**src/rtl/alu_arbiter_if.sv**
```systemverilog
// Bundle of request, response and ALU-side signals for alu_arbiter.
// Handshake rule: a transfer happens in a cycle where valid and ready are both high; a requester keeps payload stable while valid is high and ready is low.
interface alu_arbiter_if;
    logic        req0_valid;
    logic        req0_ready;
    logic [2:0]  req0_op;
    logic [31:0] req0_a;
    logic [31:0] req0_b;

    logic        req1_valid;
    logic        req1_ready;
    logic [2:0]  req1_op;
    logic [31:0] req1_a;
    logic [31:0] req1_b;

    logic        rsp0_valid;
    logic        rsp0_ready;
    logic        rsp1_valid;
    logic        rsp1_ready;
    logic [31:0] rsp_data;
    logic        rsp_err;

    logic [2:0]  alu_op;
    logic [31:0] alu_a;
    logic [31:0] alu_b;
    logic [31:0] alu_result;

    logic        busy;
    logic [1:0]  dbg_state;

    modport slave (
        input  req0_valid, req0_op, req0_a, req0_b,
        input  req1_valid, req1_op, req1_a, req1_b,
        input  rsp0_ready, rsp1_ready, alu_result,
        output req0_ready, req1_ready, rsp0_valid, rsp1_valid,
        output rsp_data, rsp_err, alu_op, alu_a, alu_b, busy, dbg_state
    );

    modport master (
        output req0_valid, req0_op, req0_a, req0_b,
        output req1_valid, req1_op, req1_a, req1_b,
        output rsp0_ready, rsp1_ready, alu_result,
        input  req0_ready, req1_ready, rsp0_valid, rsp1_valid,
        input  rsp_data, rsp_err, alu_op, alu_a, alu_b, busy, dbg_state
    );
endinterface

```
**src/rtl/alu_arbiter.sv**
```systemverilog
// Two-requester arbiter/sequencer for a shared combinational 32-bit ALU (IDLE -> EXEC -> RESP).
// Define ALU_ARB_RR_EN for round-robin tie breaking; otherwise requester 0 has fixed priority.
module alu_arbiter (
    input  logic          clk,
    input  logic          rst_n,
    alu_arbiter_if.slave  bus
);

    localparam logic [1:0] S_IDLE  = 2'd0;
    localparam logic [1:0] S_EXEC  = 2'd1;
    localparam logic [1:0] S_RESP  = 2'd2;
    localparam logic [2:0] OP_RSVD = 3'b011;

    logic [1:0]  r_state;
    logic        r_owner;
    logic [2:0]  r_alu_op;
    logic [31:0] r_alu_a;
    logic [31:0] r_alu_b;
    logic [31:0] r_rsp_data;
    logic        r_rsp_err;

    logic        w_any_valid;
    logic        w_grant;
    logic        w_accept;
    logic        w_rsp_hs;

    assign w_any_valid = bus.req0_valid | bus.req1_valid;

`ifdef ALU_ARB_RR_EN
    logic r_last_grant;

    // On a tie, favour whichever requester was not served last.
    always_comb begin
        w_grant = bus.req1_valid;
        if (bus.req0_valid && bus.req1_valid) begin
            w_grant = ~r_last_grant;
        end
    end

    always_ff @(posedge clk or negedge rst_n) begin
        if (!rst_n) begin
            r_last_grant <= 1'b1;
        end else if (w_accept) begin
            r_last_grant <= w_grant;
        end
    end
`else
    // Requester 1 only wins when requester 0 is idle; w_accept masks the no-valid case.
    assign w_grant = ~bus.req0_valid;
`endif

    assign w_accept = (r_state == S_IDLE) && w_any_valid;
    assign w_rsp_hs = (r_state == S_RESP) && (r_owner ? bus.rsp1_ready : bus.rsp0_ready);

    always_ff @(posedge clk or negedge rst_n) begin
        if (!rst_n) begin
            r_state <= S_IDLE;
            r_owner <= 1'b0;
        end else begin
            case (r_state)
                S_IDLE: begin
                    if (w_accept) begin
                        r_state <= S_EXEC;
                        r_owner <= w_grant;
                    end
                end
                S_EXEC: r_state <= S_RESP;
                S_RESP: begin
                    if (w_rsp_hs) begin
                        r_state <= S_IDLE;
                    end
                end
                default: r_state <= S_IDLE;
            endcase
        end
    end

    // ALU operands only load on accept, so they hold their value outside EXEC.
    always_ff @(posedge clk or negedge rst_n) begin
        if (!rst_n) begin
            r_alu_op <= 3'd0;
            r_alu_a  <= 32'd0;
            r_alu_b  <= 32'd0;
        end else if (w_accept) begin
            r_alu_op <= w_grant ? bus.req1_op : bus.req0_op;
            r_alu_a  <= w_grant ? bus.req1_a  : bus.req0_a;
            r_alu_b  <= w_grant ? bus.req1_b  : bus.req0_b;
        end
    end

    always_ff @(posedge clk or negedge rst_n) begin
        if (!rst_n) begin
            r_rsp_data <= 32'd0;
            r_rsp_err  <= 1'b0;
        end else if (r_state == S_EXEC) begin
            if (r_alu_op == OP_RSVD) begin
                r_rsp_data <= 32'd0;
                r_rsp_err  <= 1'b1;
            end else begin
                r_rsp_data <= bus.alu_result;
                r_rsp_err  <= 1'b0;
            end
        end
    end

    assign bus.req0_ready = w_accept && !w_grant;
    assign bus.req1_ready = w_accept &&  w_grant;
    assign bus.rsp0_valid = (r_state == S_RESP) && !r_owner;
    assign bus.rsp1_valid = (r_state == S_RESP) &&  r_owner;
    assign bus.rsp_data   = r_rsp_data;
    assign bus.rsp_err    = r_rsp_err;
    assign bus.alu_op     = r_alu_op;
    assign bus.alu_a      = r_alu_a;
    assign bus.alu_b      = r_alu_b;
    assign bus.busy       = (r_state != S_IDLE);
    assign bus.dbg_state  = r_state;

endmodule

```
**src/flat_wrapper.sv**
```systemverilog
// flat-port wrapper written by rule: the top's interface ports become plain ports
module alu_arbiter_flat 
  (clk, rst_n, bus_req0_valid, bus_req0_op, bus_req0_a, bus_req0_b, bus_req1_valid, bus_req1_op, bus_req1_a, bus_req1_b, bus_rsp0_ready, bus_rsp1_ready, bus_alu_result, bus_req0_ready, bus_req1_ready, bus_rsp0_valid, bus_rsp1_valid, bus_rsp_data, bus_rsp_err, bus_alu_op, bus_alu_a, bus_alu_b, bus_busy, bus_dbg_state);
  alu_arbiter_if bus_i ();
  input  logic clk;
  input  logic rst_n;
  input wire logic [$bits(bus_i.req0_valid)-1:0] bus_req0_valid;
  input wire logic [$bits(bus_i.req0_op)-1:0] bus_req0_op;
  input wire logic [$bits(bus_i.req0_a)-1:0] bus_req0_a;
  input wire logic [$bits(bus_i.req0_b)-1:0] bus_req0_b;
  input wire logic [$bits(bus_i.req1_valid)-1:0] bus_req1_valid;
  input wire logic [$bits(bus_i.req1_op)-1:0] bus_req1_op;
  input wire logic [$bits(bus_i.req1_a)-1:0] bus_req1_a;
  input wire logic [$bits(bus_i.req1_b)-1:0] bus_req1_b;
  input wire logic [$bits(bus_i.rsp0_ready)-1:0] bus_rsp0_ready;
  input wire logic [$bits(bus_i.rsp1_ready)-1:0] bus_rsp1_ready;
  input wire logic [$bits(bus_i.alu_result)-1:0] bus_alu_result;
  output wire logic [$bits(bus_i.req0_ready)-1:0] bus_req0_ready;
  output wire logic [$bits(bus_i.req1_ready)-1:0] bus_req1_ready;
  output wire logic [$bits(bus_i.rsp0_valid)-1:0] bus_rsp0_valid;
  output wire logic [$bits(bus_i.rsp1_valid)-1:0] bus_rsp1_valid;
  output wire logic [$bits(bus_i.rsp_data)-1:0] bus_rsp_data;
  output wire logic [$bits(bus_i.rsp_err)-1:0] bus_rsp_err;
  output wire logic [$bits(bus_i.alu_op)-1:0] bus_alu_op;
  output wire logic [$bits(bus_i.alu_a)-1:0] bus_alu_a;
  output wire logic [$bits(bus_i.alu_b)-1:0] bus_alu_b;
  output wire logic [$bits(bus_i.busy)-1:0] bus_busy;
  output wire logic [$bits(bus_i.dbg_state)-1:0] bus_dbg_state;
  assign bus_i.req0_valid = bus_req0_valid;
  assign bus_i.req0_op = bus_req0_op;
  assign bus_i.req0_a = bus_req0_a;
  assign bus_i.req0_b = bus_req0_b;
  assign bus_i.req1_valid = bus_req1_valid;
  assign bus_i.req1_op = bus_req1_op;
  assign bus_i.req1_a = bus_req1_a;
  assign bus_i.req1_b = bus_req1_b;
  assign bus_i.rsp0_ready = bus_rsp0_ready;
  assign bus_i.rsp1_ready = bus_rsp1_ready;
  assign bus_i.alu_result = bus_alu_result;
  assign bus_req0_ready = bus_i.req0_ready;
  assign bus_req1_ready = bus_i.req1_ready;
  assign bus_rsp0_valid = bus_i.rsp0_valid;
  assign bus_rsp1_valid = bus_i.rsp1_valid;
  assign bus_rsp_data = bus_i.rsp_data;
  assign bus_rsp_err = bus_i.rsp_err;
  assign bus_alu_op = bus_i.alu_op;
  assign bus_alu_a = bus_i.alu_a;
  assign bus_alu_b = bus_i.alu_b;
  assign bus_busy = bus_i.busy;
  assign bus_dbg_state = bus_i.dbg_state;
  alu_arbiter u_core (.clk(clk), .rst_n(rst_n), .bus(bus_i));
endmodule
```
**config.mk**
```make
export PLATFORM = sky130hd
export DESIGN_NAME = alu_arbiter_flat
export DESIGN_NICKNAME = d
export VERILOG_FILES = /design/src/rtl/alu_arbiter_if.sv /design/src/rtl/alu_arbiter.sv /design/src/flat_wrapper.sv
export SDC_FILE = /design/constraint.sdc
export NUM_CORES = 1
export LEC_CHECK = 0
export CAP_MARGIN = 30
export CORE_ASPECT_RATIO = 1.4
export CORE_MARGIN = 8
export CORE_UTILIZATION = 40
export CTS_BUF_LIST = sky130_fd_sc_hd__clkbuf_16
export DETAILED_ROUTE_END_ITERATION = 16
export GPL_ROUTABILITY_DRIVEN = 0
export GPL_TIMING_DRIVEN = 0
export HOLD_SLACK_MARGIN = 0.12
export PLACE_DENSITY = 0.83
export SETUP_SLACK_MARGIN = 0.05
export SLEW_MARGIN = 20
export SYNTH_ARGS = -nofsm -noshare
export SYNTH_HDL_FRONTEND = slang
export SYNTH_SLANG_ARGS = --single-unit
```
**constraint.sdc**
```tcl
create_clock -name clk -period 3 [get_ports clk]
set_input_delay 0.3 -clock clk [delete_from_list [all_inputs] [get_ports clk]]
set_output_delay 0.3 -clock clk [all_outputs]
set_load 0.005 [all_outputs]
```
After elaboration in Yosys (flattened, before gate mapping) --
Index checks and enable logic that the tools add are counted.
Storage, ports and cells: RAM bits 0, memories 0, word-level logic and storage cells 34, flip-flop bits (word level) 103, bits of input ports 172, ROM bits 0, bits in latches 0
Operators by class: shifts and indexed selects 0, div/mod/pow operators 0, add/sub/neg operators 0, reduce and logical (&&, ||, !) cells 11, $lt $le $gt $ge 0, eq/ne operators 5, bitwise gates (word level) 2, mux-type cells 9, multiply operators 0
Operators with widths (number):
- two-way mux 32 bit | 3
- logical AND 1 bit | 6
- one-hot mux 2 bit (3 select lines) | 1
- two-way mux 2 bit | 2
- != test 2 x 1 -> 1 bit (second input constant) | 2
- AND reduction 2 bit | 2
- equality test 3 x 2 -> 1 bit (second input constant) | 1
- two-way mux 3 bit | 1
- equality test 2 x 1 -> 1 bit (second input constant) | 1
- equality test 2 bit (second input constant) | 1
- logical NOT 2 bit | 1
- two-way mux 1 bit | 2
- nonzero test 2 bit | 1
- logical NOT 1 bit | 1
- inverter 1 bit | 1
- bitwise OR 1 bit | 1

Longest topological paths before layout --
depth after elaboration 4, depth in mapped cells 6

Least setup slack after synthesis --
OpenSTA, ideal clock, no wires.
path kind register -> output, from register u_core.r_state[1] (netlist: u_core.bus.dbg_state[1]), to output bus_req1_ready, cell stages (with the launch flop) 7, slack 1.363 ns, data arrival time 1.337 ns, buffers on the path 3, path through dfrtp_1 or2_0 buf_2 or2_1 buf_6 buf_6 nor2_1
Between the ends: word-level cells in the longest chain between the ends 3
Ends and longest elaborated chain:
- start, declared | line alu_arbiter.sv:14 | logic [1:0] r_state;
- start signal, assigned | line alu_arbiter.sv:57 | r_state <= S_IDLE;
- start signal, assigned | line alu_arbiter.sv:63 | r_state <= S_EXEC;
- start signal, assigned | line alu_arbiter.sv:67 | S_EXEC: r_state <= S_RESP;
- logical NOT 2 bit | line alu_arbiter.sv:52 | assign w_accept = (r_state == S_IDLE) && w_any_valid;
- logical AND 1 bit | line alu_arbiter.sv:52
- logical AND 1 bit | line alu_arbiter.sv:107 | assign bus.req1_ready = w_accept && w_grant;
- end, declared | line flat_wrapper.sv:19 | output wire logic [$bits(bus_i.req1_ready)-1:0] bus_req1_ready;
Every way passes these cells.

Worst setup path after layout --
from register u_core.r_state[1] (netlist: u_core.bus.dbg_state[1]), to output bus_req0_ready
Between the ends: word-level cells in the longest chain between the ends 3
Ends and longest elaborated chain:
- logical NOT 2 bit | line alu_arbiter.sv:52
- logical AND 1 bit | line alu_arbiter.sv:52
- logical AND 1 bit | line alu_arbiter.sv:106 | assign bus.req0_ready = w_accept && !w_grant;
- end, declared | line flat_wrapper.sv:18 | output wire logic [$bits(bus_i.req0_ready)-1:0] bus_req0_ready;
Every way passes these cells.

==> reports/qor.csv <==
stage,metric,value,unit
run_status,status,completed,
timing,fin_worst_skew,0.006280,ns
setup_path,critPathLaunchType,flip-flop,
synth,syn_avg_cell_area,13.37,um^2
drt,dr_total_vias,4435,
pwr,ir_drop,477.8,uV
timing,holdWs,0.3834,ns
pwr,power,7.378,mW
pwr,power_frac_seq,34.2,%
setup_path,timing.rr.start,u_core.bus.dbg_state[1]$_DFFE_PN0P_,
setup_path,crit_type,flip-flop to output pin,
synth,synthesis.nets,506,
place,hpwlAfterDp,14.07,mm
clock_network,htree_levels,3,
floorplanning,ioPinCount,279,
pwr,p_leak,3.091,nW
timing,rsz0062_at_grt,false,
setup_path,crit_fanout,10,
timing,final.setup.tns,0,ns
grt,track_usage,23.79,%
drt,ant_nets,0,
place,dp_slack,0.6236,ns
clock_network,clock_latency,0.35,ns
drt,first_pass_iters,5,
finish,final_area,7741,um^2
grt,grt_max_degree,79,
synth,ys_seq_elements,103,
hold_path,hold_class,input pin to asynchronous set/reset pin,
synth,synth_cells,334,
pwr,power.density,953.1,nW/um^2
timing,setup_viol,0,
synth,yosysTopAreaCellShare,57.72,%
clock_network,cts_setup_buffers,0,
grt,antenna_found_initial,1,
timing,min_period_over_period,88.13,%
clock_network,clk_pin_slew,0.07,ns
synth,synth_area_leader_cell,dfrtp_1,
setup_path,critical_path.endpoint_type,output pin,
finish,areaGrowthSynthToFinish,73.35,%
grt,grt_pass1_wl,27.77,mm
drt,vias_per_cell,5.745,
finish,fillerInstances,751,
clock_network,root_buffer,clkbuf_16,
finish,post-route-util,71.24,%
drt,drt_iter0_drc,210,
finish,fin_cells,772,
timing,tightest_slew,0.5275,ns
timing,slew_headroom,64.84,%
synth,ys_seq_area_share,57.72,%
setup_path,cp.arrival,2.34,ns
synth,yosysUniqueCellTypes,18,
clock_network,cts_made_buffers,9,
place,placed_area,7443,um^2
finish,fin_nets,796,
drt,wl_per_cell,23.44,um
clock_network,cts_sinks,103,
pwr,pwr-share-comb,50.3,%
clock_network,cts_tree,built,
place,dpl.cell_count,753,
drt,routed_wl,18.10,mm
setup_path,worstPathRequired,2.70,ns
synth,syn_area,4466,um^2
floorplanning,die_h,141.0,um
clock_network,cts_max_path_buffers,2,
timing,hold_viol,0,
pwr,switchingPower,2.425,mW
floorplanning,core,10870,um^2
pwr,clock_power_share,15.5,%
grt,first_global_vias,4917,
timing,final.setup.worst_slack,0.3560,ns
finish,drive_above_1_share,5.564,%
grt,overflow,0,
place,port_buffers,277,
floorplanning,die_area,14850,um^2
floorplanning,rows,45,
pwr,p_int,4.953,mW
timing,fmax,0.3782,GHz
timing,fin_crit,2.644,ns
floorplanning,fp.dieW,105.3,um
synth,ys_warn_count,0,
setup_path,crit_start,u_core.bus.dbg_state[1]$_DFFE_PN0P_,
pwr,p_sw_share,32.86,%
floorplanning,initial_core_util,41.09,%
timing,drv_slew,0,
drt,drc,0,
job,maxCapViolCount,0,
synth,yosys-top-cells-area,"dfrtp_1, a221o_1, nor4b_1, a22o_1, buf_6",
power by group through the flow:
stage | Clock [mW] | Combinational (mW) | Sequential [mW]
floorplan | 0 | 1.51 | 2.51
global placement | 0 | 3.64 | 2.49
detailed placement | 0 | 3.74 | 2.51
CTS | 1.16 | 3.76 | 2.51
global route | 1.21 | 3.97 | 2.59
finish | 1.14 | 3.71 | 2.52
sequential cells by signal, indices dropped and copies added, names as in the netlist:
register	count
u_core.bus.rsp_err	1
u_core.bus.alu_a	32
u_core.bus.alu_op	3
u_core.bus.rsp_data	32
u_core.bus.dbg_state	2
u_core.bus.alu_b	32
u_core.r_owner	1
cell usage in the layout (no fill, tap or decap):
master / Yosys / layout
buf_16: 0 / 1
a221o_1: 67 / 67
clkdlybuf4s50_1: 0 / 276
buf_6: 8 / 9
mux2_2: 1 / 1
clkbuf_1: 23 / 23
buf_1: 1 / 1
buf_4: 2 / 2
a31oi_1: 1 / 1
or2_1: 1 / 1
nand2b_1: 2 / 2
bufinv_16: 0 / 1
a22o_1: 32 / 32
or2_0: 1 / 1
dfrtp_1: 103 / 103
clkinv_1: 0 / 2
dlygate4sd3_1: 0 / 1
o21ai_0: 3 / 3
clkbuf_16: 0 / 9
a21oi_1: 1 / 1
nor4b_1: 67 / 67
buf_2: 11 / 11
diode_2: 0 / 2
nor2_1: 5 / 5
clkinv_4: 0 / 1
inv_1: 5 / 8
metal layers:
layer | GRT usage [%] | vias up | share of wire, %
met5 | 0 | - | 0
met4 | 12.90 | 0 | 4.7
met3 | 7.619 | 52 | 7.9
met2 | 40.68 | 247 | 50
met1 | 25.43 | 2178 | 37
li1 | - | 1958 | -
timing repair:
action	in CTS	in global routing
hold buffers	1	0
endpoints found under the hold margin	25	0
resized for setup	0	0
logic make-up (layout without fill, tap and decap cells):
logic type | Yosys count | after routing | share of synthesized area (%)
AO/OA/AOI/OAI | 104 | 104 | 21.88
buffers and inverters | 50 | 345 | 6.024
flip-flops | 103 | 103 | 57.72
multiplexers | 1 | 1 | 0.2522
other | 0 | 2 | 0
AND/OR/NAND/NOR | 76 | 76 | 14.12
synth_stat cells (all sizes together):
cell type / number
a31oi: 1
mux2: 1
dfrtp: 103
buf: 22
inv: 5
a21oi: 1
or2: 2
nor4b: 67
nand2b: 2
a22o: 32
a221o: 67
o21ai: 3
clkbuf: 23
nor2: 5
area by class of cell:
| cell class | count | area [um^2] | area share, % |
|---|---|---|---|
| antenna | 2 | 5.005 | 0.06465 |
| buffer | 45 | 250.2 | 3.233 |
| clock buffer | 9 | 225.2 | 2.909 |
| clock inverter | 7 | 57.56 | 0.7435 |
| inverter | 5 | 18.77 | 0.2424 |
| multi-input combinational | 181 | 1619 | 20.91 |
| sequential | 103 | 2577 | 33.30 |
| tap | 141 | 176.4 | 2.279 |
| timing repair buffer | 279 | 2811 | 36.32 |
worst paths after layout:
path                       cells past startpoint  slack, ns                                  end
setup / recovery                               5       0.36                       bus_req0_ready
hold / removal                                 2       0.38  u_core.bus.rsp_data[20]$_DFFE_PN0N_
setup reg to reg                               6       1.04     u_core.bus.alu_b[17]$_DFFE_PN0P_
hold reg to reg                                1       0.51  u_core.bus.rsp_data[11]$_DFFE_PN0N_
max in group asynchronous                      3       1.95     u_core.bus.alu_a[22]$_DFFE_PN0P_
min in group clk                               1       0.51  u_core.bus.rsp_data[11]$_DFFE_PN0N_
worst max-delay path: stages (launching register included):
cell	delay (ns)
dfrtp_1	0.40
or2_0	0.22
buf_2	0.20
nor2_1	0.33
buf_2	0.30
clkdlybuf4s50_1	0.55
(Power assumes the default switching activity.)
